[src/rtl/hex_rot_pkg.sv]
// Shared constants for the rotating hex-word monitor:
// segment patterns, invalid marker and FSM encoding.
package hex_rot_pkg;

    localparam logic [6:0] SEG_SYM0 = 7'b0101000;
    localparam logic [6:0] SEG_SYM1 = 7'b1000001;
    localparam logic [6:0] SEG_SYM2 = 7'b1110001;
    localparam logic [6:0] SEG_SYM3 = 7'b0110000;

    typedef struct packed {
        logic       valid;
        logic [1:0] sym;
    } sym_t;

    localparam sym_t SYM_INVALID = '{valid: 1'b0, sym: 2'd0};

    typedef enum logic [1:0] {
        ST_IDLE   = 2'd0,
        ST_LOCKED = 2'd1,
        ST_ERROR  = 2'd2
    } state_t;

endpackage

[src/rtl/seg_to_sym.sv]
// Combinational decode of one active-low 7-segment
// pattern into a 2-bit rotation symbol.
module seg_to_sym
    import hex_rot_pkg::*;
(
    input  logic [0:6] seg,
    output logic [1:0] sym,
    output logic       valid
);

    sym_t dec;

    always_comb begin
        dec = SYM_INVALID;
        unique case (1'b1)
            (seg == SEG_SYM0): dec = '{valid: 1'b1, sym: 2'd0};
            (seg == SEG_SYM1): dec = '{valid: 1'b1, sym: 2'd1};
            (seg == SEG_SYM2): dec = '{valid: 1'b1, sym: 2'd2};
            (seg == SEG_SYM3): dec = '{valid: 1'b1, sym: 2'd3};
            default:           dec = SYM_INVALID;
        endcase
    end

    assign sym   = dec.sym;
    assign valid = dec.valid;

endmodule

[src/rtl/hex_rotation_monitor.sv]
// Tracks a four-digit rotating symbol word, counting
// single-position steps and malformed frames.
module hex_rotation_monitor
    import hex_rot_pkg::*;
#(
    parameter int CNT_W = 8
) (
    input  logic             clk,
    input  logic             aclr,
    input  logic [0:6]       hex3,
    input  logic [0:6]       hex2,
    input  logic [0:6]       hex1,
    input  logic [0:6]       hex0,
    input  logic             sample,
    output logic             locked,
    output logic             err,
    output logic [1:0]       offset,
    output logic             dir,
    output logic [CNT_W-1:0] step_cnt,
    output logic [CNT_W-1:0] err_cnt
);

    logic [1:0] sym3, sym2, sym1, sym0;
    logic       vld3, vld2, vld1, vld0;

    seg_to_sym u_sym3 (.seg(hex3), .sym(sym3), .valid(vld3));
    seg_to_sym u_sym2 (.seg(hex2), .sym(sym2), .valid(vld2));
    seg_to_sym u_sym1 (.seg(hex1), .sym(sym1), .valid(vld1));
    seg_to_sym u_sym0 (.seg(hex0), .sym(sym0), .valid(vld0));

    logic frame_valid;
    logic [1:0] delta;

    // Sums are 2 bits wide, so the comparisons wrap mod 4.
    always_comb begin
        frame_valid = vld3 & vld2 & vld1 & vld0
                    & (sym2 == 2'(sym3 + 2'd1))
                    & (sym1 == 2'(sym3 + 2'd2))
                    & (sym0 == 2'(sym3 + 2'd3));
        delta = 2'(sym3 - offset);
    end

    state_t           state_q, state_d;
    logic [1:0]       offset_d;
    logic             dir_d;
    logic [CNT_W-1:0] step_d, err_d;
    logic [CNT_W-1:0] err_inc;

    assign err_inc = (&err_cnt) ? err_cnt : err_cnt + CNT_W'(1);

    always_comb begin
        state_d  = state_q;
        offset_d = offset;
        dir_d    = dir;
        step_d   = step_cnt;
        err_d    = err_cnt;
        if (sample) begin
            if (!frame_valid) begin
                state_d = ST_ERROR;
                err_d   = err_inc;
            end else begin
                offset_d = sym3;
                case (state_q)
                    ST_LOCKED: begin
                        case (delta)
                            2'd1: begin
                                dir_d  = 1'b1;
                                step_d = step_cnt + CNT_W'(1);
                            end
                            2'd3: begin
                                dir_d  = 1'b0;
                                step_d = step_cnt + CNT_W'(1);
                            end
                            2'd2: begin
                                state_d = ST_ERROR;
                                err_d   = err_inc;
                            end
                            default: ;
                        endcase
                    end
                    default: state_d = ST_LOCKED;
                endcase
            end
        end
    end

    always_ff @(posedge clk or posedge aclr) begin
        if (aclr) begin
            state_q  <= ST_IDLE;
            locked   <= 1'b0;
            err      <= 1'b0;
            offset   <= 2'd0;
            dir      <= 1'b0;
            step_cnt <= '0;
            err_cnt  <= '0;
        end else begin
            state_q  <= state_d;
            locked   <= (state_d == ST_LOCKED);
            err      <= (state_d == ST_ERROR);
            offset   <= offset_d;
            dir      <= dir_d;
            step_cnt <= step_d;
            err_cnt  <= err_d;
        end
    end

endmodule

[config.mk]
export PLATFORM = sky130hd
export DESIGN_NAME = hex_rotation_monitor
export DESIGN_NICKNAME = d
export VERILOG_FILES = /design/src/rtl/hex_rot_pkg.sv /design/src/rtl/seg_to_sym.sv /design/src/rtl/hex_rotation_monitor.sv
export SDC_FILE = /design/constraint.sdc
export NUM_CORES = 1
export LEC_CHECK = 0
export CAP_MARGIN = 0
export CORE_ASPECT_RATIO = 0.7
export CORE_UTILIZATION = 40
export DETAILED_ROUTE_END_ITERATION = 12
export GPL_TIMING_DRIVEN = 0
export PLACE_DENSITY = 0.75
export RECOVER_POWER = 50
export SYNTH_ARGS = -nofsm -noshare
export SYNTH_HDL_FRONTEND = slang
export SYNTH_HIERARCHICAL = 1
export SYNTH_SLANG_ARGS = --single-unit
[constraint.sdc]
create_clock -name clk -period 1.9 [get_ports clk]
set_clock_uncertainty 0.15 [all_clocks]
set_input_delay 0.38 -clock clk [delete_from_list [all_inputs] [get_ports clk]]
set_output_delay 0.38 -clock clk [all_outputs]
set_load 0.01 [all_outputs]
==> results_dict.tcl, run 1 <==
set metrics [dict create \
    cts_tree "yes" \
    synth-seq-cells 23 \
    highest_layer "met4" \
    grt_pass1_vias 1499 \
    cap_viol_max_count 0 \
    layout-drive-gt1-share_pct 45.0 \
    finalSetupViolations 23 \
    timing.final.crit_period_ns 2.48 \
    clock_latency_ns 0.27 \
    violations "negative setup slack" \
    nFillCells 240 \
    syn_avg_cell_area_um2 10.7 \
    min_from "step_cnt[6]" \
    detail-route-antenna-nets 0 \
    wirelength_um 4900 \
    overflow 0 \
    synthArstFlopShare_pct 100 \
    worstMarginPinSlew_ns 0.870 \
    drtPass1Iterations 4 \
    synth_top_area_cell "dfrtp_1" \
    grtUsageTotal_pct 23.6 \
    coreArea_um2 3560 \
    clk_path_buf_depth 2 \
    slew_violations 0 \
    drt_iter0_markers 69 \
    fp.dieW_um 75.3 \
    min_to "step_cnt[6]" \
    die_y_um 53.3 \
    max_freq_mhz 402 \
    rrSetupSlack_ns -0.12 \
    layout.nets 257 \
    synth_area_leaders "dfrtp_1 (38%), xnor2_1 (7.0%), a2111oi_2 (4.0%)" \
    vias 1528 \
    reg2reg_to "err_cnt[3]" \
    critPathMaxFanout 6 \
    ios 52 \
    reg2reg_from "offset[1]" \
    rsz0062_at_grt "yes" \
    leakagePower_nw 1.07 \
    cts_hold_buffers 0 \
    hold_viol 0 \
    setup_ws_ns -0.585 \
    r2r_cells 6 \
    fin_setup_tns_ns -11.21 \
    endpoint_kind "flip-flop" \
    numCtsBuffers 3 \
    hold_path.class "reg -> reg" \
    status "complete, but fails checks" \
    synthCells 141 \
    antenna_found_initial 0 \
    grt_first_pass_wirelength_um 6990 \
    netlist_area_um2 1510 \
    yosysSeqAreaShare_pct 38.2 \
    synth-edff-count 0 \
    p_per_area_nw_per_um2 610 \
    die_area_um2 4020 \
    wl_met1_um 2050 \
    met3WireLength_um 168 \
    synth.top_cell.area_share_pct 38.2 \
    synthFlopType "dfrtp_1" \
    cts.sinks 23 \
    relSlewSlack_pct 41.9 \
    grt_max_degree 24 \
    n_antenna_cell 0 \
    clk_pin_slew_worst_paths_ns 0.09 \
    h-tree-depth 1 \
    yosysWarnings 6 \
    worst-endpoint-required_ns 1.89 \
    num_rows 18 \
    dpl.hpwl_um 3000 \
    drc 0 \
    critical_path_class "in -> reg" \
    multiInputGateArea_um2 1230 \
    port_buffers 51 \
    root_buffer "clkbuf_8" \
    hold_path_depth 1 \
    initial_core_util_pct 42.3 \
    wl_per_cell_um 18.0 \
    fin_util_pct 75.1 \
    regArea_um2 577 \
    syn_to_final_growth_pct 77.6 \
    synth_nets 175 \
    ir_worst_vdd_mv 0.394 \
    dr_wl_met2_um 2560 \
    fin_crit_sh_pct 131 \
    vias_per_cell 5.62 \
    gp_congestion 0.834 \
    crit_path_start_kind "primary input" \
    arrival_ns 2.48 \
    ys_types 42 \
]
[layout by cell type, fill, tap and decap left out, types with 5 or more instances in the layout]
cell / count
buf_4: 14
buf_6: 13
clkbuf_2: 5
clkdlybuf4s15_2: 5
clkdlybuf4s50_1: 26
dfrtp_1: 22
dlygate4sd2_1: 6
mux2_4: 5
nand2_1: 5
nand3_1: 6
xnor2_1: 8
[cell type report]
| class | count | share of cell area [%] |
|---|---|---|
| Multi-Input combinational cell | 113 | 46.1 |
| Buffer | 1 | 0.421 |
| Clock inverter | 1 | 0.281 |
| Tap cell | 50 | 2.34 |
| Clock buffer | 3 | 1.54 |
| Timing Repair Buffer | 77 | 27.2 |
| Sequential cell | 23 | 21.6 |
| Inverter | 4 | 0.562 |
[state kept, by name, indices dropped and copies added, names as in the netlist]
signal / cells
dir: 1
err: 1
err_cnt: 8
locked: 1
offset: 2
state_q: 2
step_cnt: 8
[cell families (layout without fill, tap and decap cells)]
logic type	Yosys count	in the layout	synth area share, %
buffers and inverters	5	86	1.33
xor gates and xnor gates	18	18	11.6
DFF	23	23	38.2
AOI/OAI and AO/OA	23	23	14.4
muxes	7	7	5.40
adders and majority gates	3	3	2.49
and+or+nand+nor	62	62	26.6
[worst max-delay path, stage by stage]
cell      delay [ns]
buf_2           0.12
xnor2_1         0.20
nand3_1         0.14
nor4_4          0.31
xor3_2          0.45
a311oi_2        0.23
a31o_4          0.27
buf_6           0.14
nor3_1          0.06
xor2_1          0.17
[per-stage QoR]
step	hold slack [ns]	setup slack [ns]	std cells	instance area [um2]	power, W
4_1_cts	0.344	-0.580	263	2540	0.00160
3_5_place_dp	0.324	-1.51	242	2130	0.00121
5_1_grt	0.380	-0.708	272	2670	0.00173
6_report	0.355	-0.585	272	2670	0.00163
2_1_floorplan	0.232	-0.720	141	1560	0.000910
3_3_place_gp	0.305	-1.43	242	2130	0.00119
[metal layers]
metal / GRT usage [%] / up-vias
met5: 0 / -
met4: 8.02 / 0
met3: 3.81 / 12
met2: 43.0 / 50
met1: 28.1 / 756
li1: - / 710
[repair_timing]
item	4_1_cts	5_1_grt
setup endpoints to repair	23	23
buffers inserted	17	9
gates resized for setup	98	24
pin swaps	41	15
[cells in the mapped netlist, types with 3 or more instances]
| cell type | number |
|---|---|
| nor4_1 | 8 |
| nor2_1 | 8 |
| a2111oi_2 | 4 |
| nand4_1 | 4 |
| inv_1 | 4 |
| nand3b_1 | 4 |
| nand2_1 | 6 |
| and4bb_1 | 4 |
| a311oi_1 | 4 |
| o21ai_0 | 3 |
| mux2_1 | 3 |
| xnor2_1 | 12 |
| xor2_1 | 5 |
| a31oi_1 | 4 |
| ha_1 | 3 |
| dfrtp_1 | 23 |
| nand3_1 | 11 |
[power by group]
group	leakage (nW)	switching [W]	internal, W
Clock	0.0217	0.000166	0.000149
Combinational	0.752	0.000285	0.000354
Sequential	0.297	0.000107	0.000570
Total	1.07	0.000558	0.00107
[worst max path at each step]
| stage | to | from | cells past startpoint |
|---|---|---|---|
| after global placement | err_cnt[1] | hex3[2] | 11 |
| after CTS | err_cnt[4] | hex3[1] | 12 |
| after floorplan | err_cnt[1] | hex3[2] | 10 |
| final | err_cnt[3] | hex3[0] | 10 |
| after global routing | err_cnt[3] | hex3[1] | 12 |
| after detailed placement | err_cnt[6] | hex3[2] | 11 |
Note: power is estimated with default switching activity, not from simulation.
==> inputs of run 2 (changes only) <==
Settings changed: PLACE_DENSITY 0.75 to 0.8, SYNTH_HIERARCHICAL 1 to default.
Clock period 1.9 ns to 3 ns, I/O delays scaled along.
==> results_dict.tcl, run 2 <==
set metrics [dict create \
    cts_tree "yes" \
    critPathBufInv 2 \
    finalSetupViolations 0 \
    fp.dieW_um 74.3 \
    layout-drive-gt1-share_pct 15.0 \
    crit_path_cell_trace "clkdlybuf4s50_1, nor4bb_1, o21a_1, and4_1, o221ai_2, buf_4, nor3_1, mux2_2" \
    swShare_pct 31.2 \
    fin_crit_sh_pct 99.0 \
    drt_iter0_markers 65 \
    synth_top_area_cell "dfrtp_1" \
    synth-seq-cells 23 \
    final_common_cell "clkdlybuf4s50_1" \
    grt_util_met1_pct 24.3 \
    n_antenna_cell 0 \
    clk_path_buf_depth 2 \
    leakagePower_nw 0.894 \
    gp_congestion 0.821 \
    grt_max_degree 24 \
    slew_violations 0 \
    numCtsBuffers 3 \
    use_met3_pct 5.96 \
    synth_nets 176 \
    multiInputGateArea_um2 955 \
    max_freq_mhz 337 \
    top_usage_layer "met2" \
    detail-route-antenna-nets 0 \
    port_buffers 51 \
    coreArea_um2 3320 \
    initial_core_util_pct 44.2 \
    arrival_ns 2.98 \
    ios 52 \
    grt_pass1_vias 1286 \
    grtUsageTotal_pct 19.6 \
    die_area_um2 3910 \
    grt_first_pass_wirelength_um 5690 \
    r2r_cells 5 \
    synthCells 142 \
    pwr-share-clk_pct 20.8 \
    root_buffer "clkbuf_8" \
    synth.top_cell.area_share_pct 39.3 \
    setup_ws_ns 0.0298 \
    crit_slowest_cell "clkdlybuf4s50_1" \
    yosysSeqAreaShare_pct 39.3 \
    final_cell_mix "clkdlybuf4s50_1 (32), dfrtp_1 (23), xnor2_1 (15)" \
    ys_types 39 \
    seq_power_share_pct 45.1 \
    worst-endpoint-required_ns 3.01 \
    cap_viol_max_count 0 \
    wirelength_um 3700 \
    hold_path.class "reg -> reg" \
    yosys-top-cells-count "dfrtp_1 (23), xnor2_1 (17), nand2_1 (9)" \
    nFillCells 262 \
    p_int_w 0.000642 \
    critPathMaxFanout 5 \
    cts.sinks 23 \
    vias 1380 \
    crit_path_start_kind "primary input" \
    synth-edff-count 0 \
    overflow 0 \
    crit_family "simple AND/OR/NAND/NOR gates" \
    antenna_found_initial 0 \
    die_y_um 52.6 \
    critical_path_class "in -> reg" \
    rrSetupSlack_ns 0.76 \
    wl_per_cell_um 15.0 \
    synthArstFlopShare_pct 100 \
    met2_usage_pct 32.3 \
    power_frac_comb_pct 34.2 \
    top_regs "err_cnt x8, step_cnt x8" \
    endpoint_kind "flip-flop" \
    p_per_area_nw_per_um2 429 \
    pre_cts_slack_ns -0.551 \
    clock_latency_ns 0.27 \
    num_rows 17 \
    fin_util_pct 65.6 \
    syn_to_final_growth_pct 48.6 \
    dpl.hpwl_um 2830 \
    worstMarginPinSlew_ns 0.839 \
    yosysMostFrequentCell "dfrtp_1" \
    yosysWarnings 0 \
    timing.final.crit_period_ns 2.97 \
    drc 0 \
    vias_per_cell 5.59 \
    h-tree-depth 1 \
    hold_path_depth 1 \
    regArea_um2 576 \
    crit_cells 8 \
    netlist_area_um2 1470 \
    ir_worst_vdd_mv 0.293 \
    syn_avg_cell_area_um2 10.3 \
    synthFlopType "dfrtp_1" \
    synth_area_leaders "dfrtp_1 (39%), xnor2_1 (10%), nor4bb_1 (4.8%)" \
    clk_pin_slew_worst_paths_ns 0.08 \
    relSlewSlack_pct 44.0 \
    drtPass1Iterations 4 \
    hold_viol 0 \
    critPathMaxStageDelay_ns 0.55 \
    switchingPower_w 0.000291 \
    status "complete, no violations" \
    layout.nets 235 \
]
-- run 2: cell count changes after synthesis, moves of 5 or more --
cell	previous run	this run
and3_1	1	6
and4_1	1	6
nand3_1	11	5
nor4_1	8	2
nor4bb_1	0	7
xnor2_1	12	17
-- run 2: worst paths after layout --
check                             from     endpoint
hold reg to reg            step_cnt[7]  step_cnt[7]
hold / removal             step_cnt[7]  step_cnt[7]
min in group asynchronous         aclr  step_cnt[7]
setup reg to reg             offset[0]  step_cnt[1]
setup / recovery               hex2[0]    offset[1]
max in group asynchronous         aclr  step_cnt[4]
-- run 2: cell families after synthesis --
group	Yosys count	share of synthesized area, %
compound gates	19	9.22
fa+ha+maj	3	2.56
flops	23	39.3
mux	6	4.70
simple gates	66	31.3
buf+inv	6	1.62
xor+xnor	19	11.4
-- run 2: repair_timing --
action	CTS	global route
buffers inserted	0	3
gates resized for setup	15	13
endpoints found under the setup margin	14	7
pin swaps	1	3
hold buffers	0	0
-- run 2: layer usage --
metal / routed length (um) / part of all wire [%]
met4: 33 / 0.89
met2: 1740 / 47
met1: 1690 / 46
met5: 0 / 0
met3: 238 / 6.4
-- run 2: power groups by stage --
stage | Sequential, W | Combinational [W] | Clock, W
3_5_place_dp | 0.000425 | 0.000316 | 0
3_3_place_gp | 0.000420 | 0.000301 | 0
6_report | 0.000421 | 0.000319 | 0.000194
4_1_cts | 0.000420 | 0.000316 | 0.000200
5_1_grt | 0.000430 | 0.000342 | 0.000213
2_1_floorplan | 0.000437 | 0.000117 | 0
-- run 2: stage by stage --
stage	hold slack, ns	area [um2]	power (W)	setup TNS [ns]	cells
final	0.324	2180	0.000933	0	247
after global routing	0.370	2180	0.000984	-0.336	247
after CTS	0.340	2100	0.000935	0	244
after detailed placement	0.329	2030	0.000740	-6.89	240
after global placement	0.314	2030	0.000721	-4.76	240
after floorplan	0.307	1470	0.000554	0	142
-- run 2: cell type report --
cell class | count | share of cell area, %
sequential | 23 | 26.4
clock inverter | 1 | 0.230
tap | 47 | 2.70
multi-input combinational | 113 | 43.9
clock buffer | 3 | 1.90
inverter | 4 | 0.690
buffer | 2 | 0.517
timing repair buffer | 54 | 23.7
